==> config.mk <==
export PLATFORM = sky130hd
export DESIGN_NAME = card_dealer
export DESIGN_NICKNAME = d
export VERILOG_FILES = /design/src/rtl/blackjack_pkg.sv /design/src/rtl/card_lfsr.sv /design/src/rtl/card_dealer.sv
export SDC_FILE = /design/constraint.sdc
export NUM_CORES = 1
export LEC_CHECK = 0
export ABC_CLOCK_PERIOD_IN_PS = 10400
export CAP_MARGIN = 15
export CORE_MARGIN = 2
export CORE_UTILIZATION = 35
export CTS_BUF_LIST = sky130_fd_sc_hd__clkbuf_4
export DETAILED_ROUTE_END_ITERATION = 8
export PLACE_DENSITY_LB_ADDON = 0.1
export SLEW_MARGIN = 20
export SYNTH_ARGS = -nofsm -noshare
export SYNTH_HDL_FRONTEND = slang
export SYNTH_SLANG_ARGS = --single-unit
==> constraint.sdc <==
create_clock -name clock -period 10.4 [get_ports clock]
set_input_delay 1.04 -clock clock [delete_from_list [all_inputs] [get_ports clock]]
set_output_delay 1.04 -clock clock [all_outputs]
set_load 0.01 [all_outputs]
==> src/rtl/blackjack_pkg.sv <==
// Shared card codes, deck geometry, dealer state encoding and LFSR helpers
// for the blackjack card dealer.
package blackjack_pkg;

  localparam logic [3:0] CARD_NONE = 4'd0;
  localparam logic [3:0] CARD_ACE  = 4'd10;
  localparam logic [3:0] CARD_TEN  = 4'd11;

  localparam int DECK_SIZE = 52;
  localparam int SUIT_SIZE = 13;

  localparam logic [15:0] LFSR_TAPS         = 16'hB400;
  localparam logic [15:0] LFSR_DEFAULT_SEED = 16'hACE1;

  typedef enum logic [2:0] {
    IDLE,
    FILL,
    SHUFFLE,
    READY,
    EMPTY
  } dealer_state_t;

  // Position within a suit: 0 is the ace, 1..8 are pips 2..9, 9..12 count as ten.
  function automatic logic [3:0] rank_code(input logic [3:0] k);
    if (k == 4'd0)      return CARD_ACE;
    else if (k <= 4'd8) return k + 4'd1;
    else                return CARD_TEN;
  endfunction

  function automatic logic [15:0] lfsr_next(input logic [15:0] s);
    return (s >> 1) ^ (s[0] ? LFSR_TAPS : 16'h0000);
  endfunction

endpackage

==> src/rtl/card_lfsr.sv <==
// Free-running 16-bit Galois LFSR (taps 16'hB400) that feeds the shuffle
// index; a zero SEED is replaced by the default seed so it never locks up.
module card_lfsr
  import blackjack_pkg::*;
#(
  parameter logic [15:0] SEED = 16'hACE1
) (
  input  logic        clock,
  input  logic        reset,
  output logic [15:0] lfsr
);

  localparam logic [15:0] INIT = (SEED == 16'h0000) ? LFSR_DEFAULT_SEED : SEED;

  always_ff @(posedge clock or negedge reset) begin
    if (!reset) lfsr <= INIT;
    else        lfsr <= lfsr_next(lfsr);
  end

endmodule

==> src/rtl/card_dealer.sv <==
// 52-card blackjack dealer: fills a deck, Fisher-Yates shuffles it from an LFSR
// and deals one card per request. DEALER_AUTO_RESHUFFLE_EN refills on exhaustion.
module card_dealer
  import blackjack_pkg::*;
#(
  parameter logic [15:0] SEED = 16'hACE1
) (
  input  logic       clock,
  input  logic       reset,
  input  logic       shuffle_req,
  input  logic       deal_req,
  output logic [3:0] card,
  output logic       card_valid,
  output logic       busy,
  output logic       deck_empty,
  output logic [5:0] cards_left
);

  localparam logic [5:0] LAST_IDX   = 6'(DECK_SIZE - 1);
  localparam logic [5:0] FULL_COUNT = 6'(DECK_SIZE);
  localparam logic [3:0] LAST_RANK  = 4'(SUIT_SIZE - 1);

  function automatic logic [5:0] sat_dec(input logic [5:0] v);
    return (v == 6'd0) ? 6'd0 : v - 6'd1;
  endfunction

  dealer_state_t state;
  logic [15:0]   lfsr;
  logic [5:0]    pick;
  logic [5:0]    idx;
  logic [3:0]    rank;
  logic [5:0]    top;
  logic [3:0]    deck [DECK_SIZE];
  logic          go_shuffle;
  logic          fill_we;
  logic          swap_en;
  logic          unused_lfsr_hi;

  card_lfsr #(
    .SEED (SEED)
  ) u_lfsr (
    .clock (clock),
    .reset (reset),
    .lfsr  (lfsr)
  );

  assign pick           = lfsr[5:0];
  assign unused_lfsr_hi = ^lfsr[15:6];

  always_comb begin
    go_shuffle = 1'b0;
    fill_we    = 1'b0;
    swap_en    = 1'b0;
    if (shuffle_req && (state == IDLE || state == READY || state == EMPTY))
      go_shuffle = 1'b1;
    if (state == FILL)
      fill_we = 1'b1;
    if (state == SHUFFLE && pick <= idx)
      swap_en = 1'b1;
  end

  // Deck storage carries no reset; it is fully rewritten by FILL before use.
  always_ff @(posedge clock) begin
    if (fill_we) begin
      deck[idx] <= rank_code(rank);
    end else if (swap_en) begin
      deck[idx]  <= deck[pick];
      deck[pick] <= deck[idx];
    end
  end

  always_ff @(posedge clock or negedge reset) begin
    if (!reset) begin
      state      <= IDLE;
      card       <= CARD_NONE;
      card_valid <= 1'b0;
      busy       <= 1'b0;
      deck_empty <= 1'b1;
      cards_left <= 6'd0;
      top        <= 6'd0;
      idx        <= 6'd0;
      rank       <= 4'd0;
    end else begin
      card       <= CARD_NONE;
      card_valid <= 1'b0;
      if (go_shuffle) begin
        state      <= FILL;
        busy       <= 1'b1;
        deck_empty <= 1'b1;
        cards_left <= 6'd0;
        top        <= 6'd0;
        idx        <= 6'd0;
        rank       <= 4'd0;
      end else begin
        case (state)
          FILL: begin
`ifdef DEALER_AUTO_RESHUFFLE_EN
            deck_empty <= 1'b0;
`endif
            rank <= (rank == LAST_RANK) ? 4'd0 : rank + 4'd1;
            if (idx == LAST_IDX) begin
              state <= SHUFFLE;
            end else begin
              idx <= idx + 6'd1;
            end
          end
          SHUFFLE: begin
            // Out-of-range picks simply retry on the next LFSR value.
            if (swap_en) begin
              if (idx == 6'd1) begin
                state      <= READY;
                busy       <= 1'b0;
                top        <= 6'd0;
                cards_left <= FULL_COUNT;
                deck_empty <= 1'b0;
              end else begin
                idx <= idx - 6'd1;
              end
            end
          end
          READY: begin
            if (deal_req) begin
              card       <= deck[top];
              card_valid <= 1'b1;
              top        <= top + 6'd1;
              cards_left <= sat_dec(cards_left);
              if (top == LAST_IDX) begin
                deck_empty <= 1'b1;
`ifdef DEALER_AUTO_RESHUFFLE_EN
                state <= FILL;
                busy  <= 1'b1;
                idx   <= 6'd0;
                rank  <= 4'd0;
`else
                state <= EMPTY;
`endif
              end
            end
          end
          default: begin
            state <= state;
          end
        endcase
      end
    end
  end

endmodule

==> qor.yml <==
yosys:
  synthesis.nets: 1713
  yosys-top-cells-count: "300 x o21ai_0, 212 x o22ai_1, 208 x edfxtp_1, 107 x mux4_2, 89 x clkbuf_1"
  synth.area.top_cells: "edfxtp_1 34%, mux4_2 13%, o21ai_0 8.3%"
  synthArstFlopShare_pct: 18.8
  synth_edf_count: 208
  synth-seq-cells: 256
  yosysTopAreaCell: "edfxtp_1"
  synth.most_common_cell: "o21ai_0"
  netlist_area_um2: 18100
  synth_ff_type: "edfxtp_1"
  ys_types: 87
  syn-instance-count: 1695
  avgSynthCellArea_um2: 10.7
  ys_seq_area_share_pct: 41.2
  synth_warnings: 0
  yosysTopAreaCellShare_pct: 34.5
critical_path:
  cp.arrival_ns: 5.99
  path_cells: "inv_1 -> ha_1 -> a21oi_1 -> o221ai_1 -> a21oi_4 -> buf_4 -> buf_4 -> o21ai_0 -> o21ai_0"
  cpMaxStageDelayCell: "dfrtp_1"
  path_delay_family: "compound AO/OA/AOI/OAI gates"
  r2r-end: "deck[14][0]$_DFFE_PP_"
  cpPeakStageDelay_ns: 0.80
  critPathMaxFanout: 64
  worstSetupPathType: "reg2reg"
  reg2reg_slack_ns: 4.89
  cp_data_required_time_ns: 10.88
  ff2ff_path_depth: 9
  crit_buf_inv: 3
  crit_path_end_kind: "flip-flop"
  start_kind: "flip-flop"
  timing.rr.start: "idx[4]$_DFFE_PN0P_"
detailed_routing:
  wl_mm: 80.6
  drcViolationCount: 0
  num_vias: 16500
  postRouteAntennaNets: 0
  drt-vias-per-instance: 6.93
  wire_per_inst_um: 33.9
  drt-pass1-iter-count: 8
  drtIter0Drc: 2309
cts:
  clock_sinks: 256
  cts_resized: 0
  clock_path_buffers: 3
  clk_pin_slew_ns: 0.06
  cts_setup_buffers: 0
  ctsHoldBuffers: 0
  cts_tree: "done"
  cts_buffers: 76
  cts_htree_levels: 3
  cts_root_buffer: "clkbuf_4"
  clock_latency_ns: 0.89
die:
  die_x_um: 231
  die_area_um2: 53600
  initial_core_util_pct: 35.4
  die_h_um: 231
  core-area_um2: 51200
  row_count: 83
  ios: 17
hold_path:
  hold_path.class: "in2async"
place:
  portBuffers: 16
  dp_hpwl_mm: 51.1
  gp_congestion: 0.968
  placed_cell_area_um2: 18500
grt:
  track_usage_pct: 29.8
  grt_overflow: 0
  antenna_found_initial: 5
  grt_pass1_wl_mm: 115
  grt_pass1_vias: 15200
  grt_start_max_net_pins: 78
timing:
  finClkSkew_ns: 0.0566
  fin_crit_ns: 5.51
  rsz0062_at_grt: "false"
  slew_headroom_pct: 19.2
  fmax_mhz: 182
  final-setup-viol-count: 0
  tns_ns: 0
  final-hold-violation-count: 0
  min_period_over_period_pct: 53.0
  slew_viol_final: 0
  max_slew.worst_pin.slew_ns: 1.21
power_and_ir_drop:
  power_frac_seq_pct: 28.3
  cellLeakagePower_nw: 6.11
  power_density_nw_per_um2: 291
  pwr-share-comb_pct: 55.0
  p_clk_share_pct: 16.7
  switching_power_mw: 2.79
  ir_worst_vdd_v: 0.000228
  power_switching_share_pct: 49.3
  intPower_mw: 2.87
layout:
  area_delta_synth_final_pct: 7.39
  drive_gt1_share_pct: 19.7
  fin_area_um2: 19500
  utilization_pct: 38.0
  fin_nets: 1657
flow_run:
  drv_cap: 0
outcome:
  status: "complete, no violations"
cell type report:
type	instances	area, µm²
Antenna cell	6	15.0
Inverter	23	86.3
Fill cell	5093	31700
Timing Repair Buffer	53	433
Sequential cell	256	7470
Clock buffer	107	803
Multi-Input combinational cell	1229	9710
Tap cell	680	851
Clock inverter	20	82.6
stage by stage:
| stage | total power [mW] | setup WS [ns] | hold slack (ns) | cells |
|---|---|---|---|---|
| 2_1_floorplan | 3.52 | 6.89 | 0.331 | 1695 |
| 3_3_place_gp | 4.64 | 5.31 | 0.337 | 2241 |
| 3_5_place_dp | 4.67 | 5.13 | 0.344 | 2241 |
| 4_1_cts | 5.62 | 5.09 | 0.0442 | 2368 |
| 5_1_grt | 5.91 | 4.65 | 0.0324 | 2374 |
| 6_report | 5.66 | 4.89 | 0.0702 | 2374 |
power groups by stage:
stage	logic [mW]	registers (mW)	clock network [mW]
after floorplan	2.02	1.50	0
after global placement	3.02	1.62	0
after detailed placement	3.05	1.62	0
after CTS	3.05	1.60	0.963
after global routing	3.28	1.61	1.02
final	3.11	1.61	0.945
state kept, by name, summed over array words and instances, names as in the netlist, 3 cells and up:
register,flops
rank,4
card,4
state,3
deck,208
u_lfsr.lfsr,16
top,6
cards_left,6
idx,6
logic make-up after synthesis:
group	count (synthesis)	share of synthesized area, %
AOI/OAI and AO/OA	747	25.5
and+or+nand+nor	276	7.97
DFF	256	41.2
buffers and inverters	210	5.73
muxes	187	18.4
adders and majority gates	15	1.02
xor gates and xnor gates	4	0.193
worst reg2reg max path, cell delays in order (launching register included):
cell,delay [ns]
dfrtp_1,0.80
inv_1,0.31
ha_1,0.37
a21oi_1,0.20
o221ai_1,0.29
a21oi_4,0.77
buf_4,0.55
buf_4,0.61
o21ai_0,0.56
o21ai_0,0.65
how the worst max path moves through the flow:
stage                             from               endpoint  slack, ns  depth (start not counted)
floorplan           idx[1]$_DFFE_PN0P_  deck[48][0]$_DFFE_PP_       6.89                         11
global placement    idx[4]$_DFFE_PN0P_  deck[12][0]$_DFFE_PP_       5.31                          9
detailed placement  idx[4]$_DFFE_PN0P_  deck[14][2]$_DFFE_PP_       5.13                          9
CTS                 idx[4]$_DFFE_PN0P_  deck[14][2]$_DFFE_PP_       5.09                          9
global route        idx[4]$_DFFE_PN0P_  deck[13][1]$_DFFE_PP_       4.65                          9
finish              idx[4]$_DFFE_PN0P_  deck[14][0]$_DFFE_PP_       4.89                          9
per-layer routing:
| layer | part of all wire [%] | routed length (µm) | GRT usage, % |
|---|---|---|---|
| met1 | 41 | 32800 | 40.9 |
| met2 | 45 | 36300 | 45.6 |
| met3 | 10 | 8430 | 7.10 |
| met4 | 3.7 | 3010 | 11.4 |
| met5 | 0.050 | 40 | 0 |
cell usage in the layout (no fill, tap or decap), drive strengths merged, types with 9 or more instances in the layout:
cell type	synthesis	final
mux4	112	112
nor3	13	13
nand2	68	68
a21oi	37	37
a31oi	10	10
dfstp	9	9
nor2	81	81
mux2	30	30
buf	98	38
a32oi	10	10
a211oi	10	10
clkinv	3	19
o211ai	55	55
dfrtp	39	39
inv	20	23
a221oi	19	19
nor2b	20	20
edfxtp	208	208
o21ai	303	303
nand2b	15	15
clkbuf	89	107
ha	14	14
nand3	19	19
a22oi	24	24
o22ai	212	212
mux2i	45	45
clkdlybuf4s50	0	15
Power figures use the tool's default switching activity.
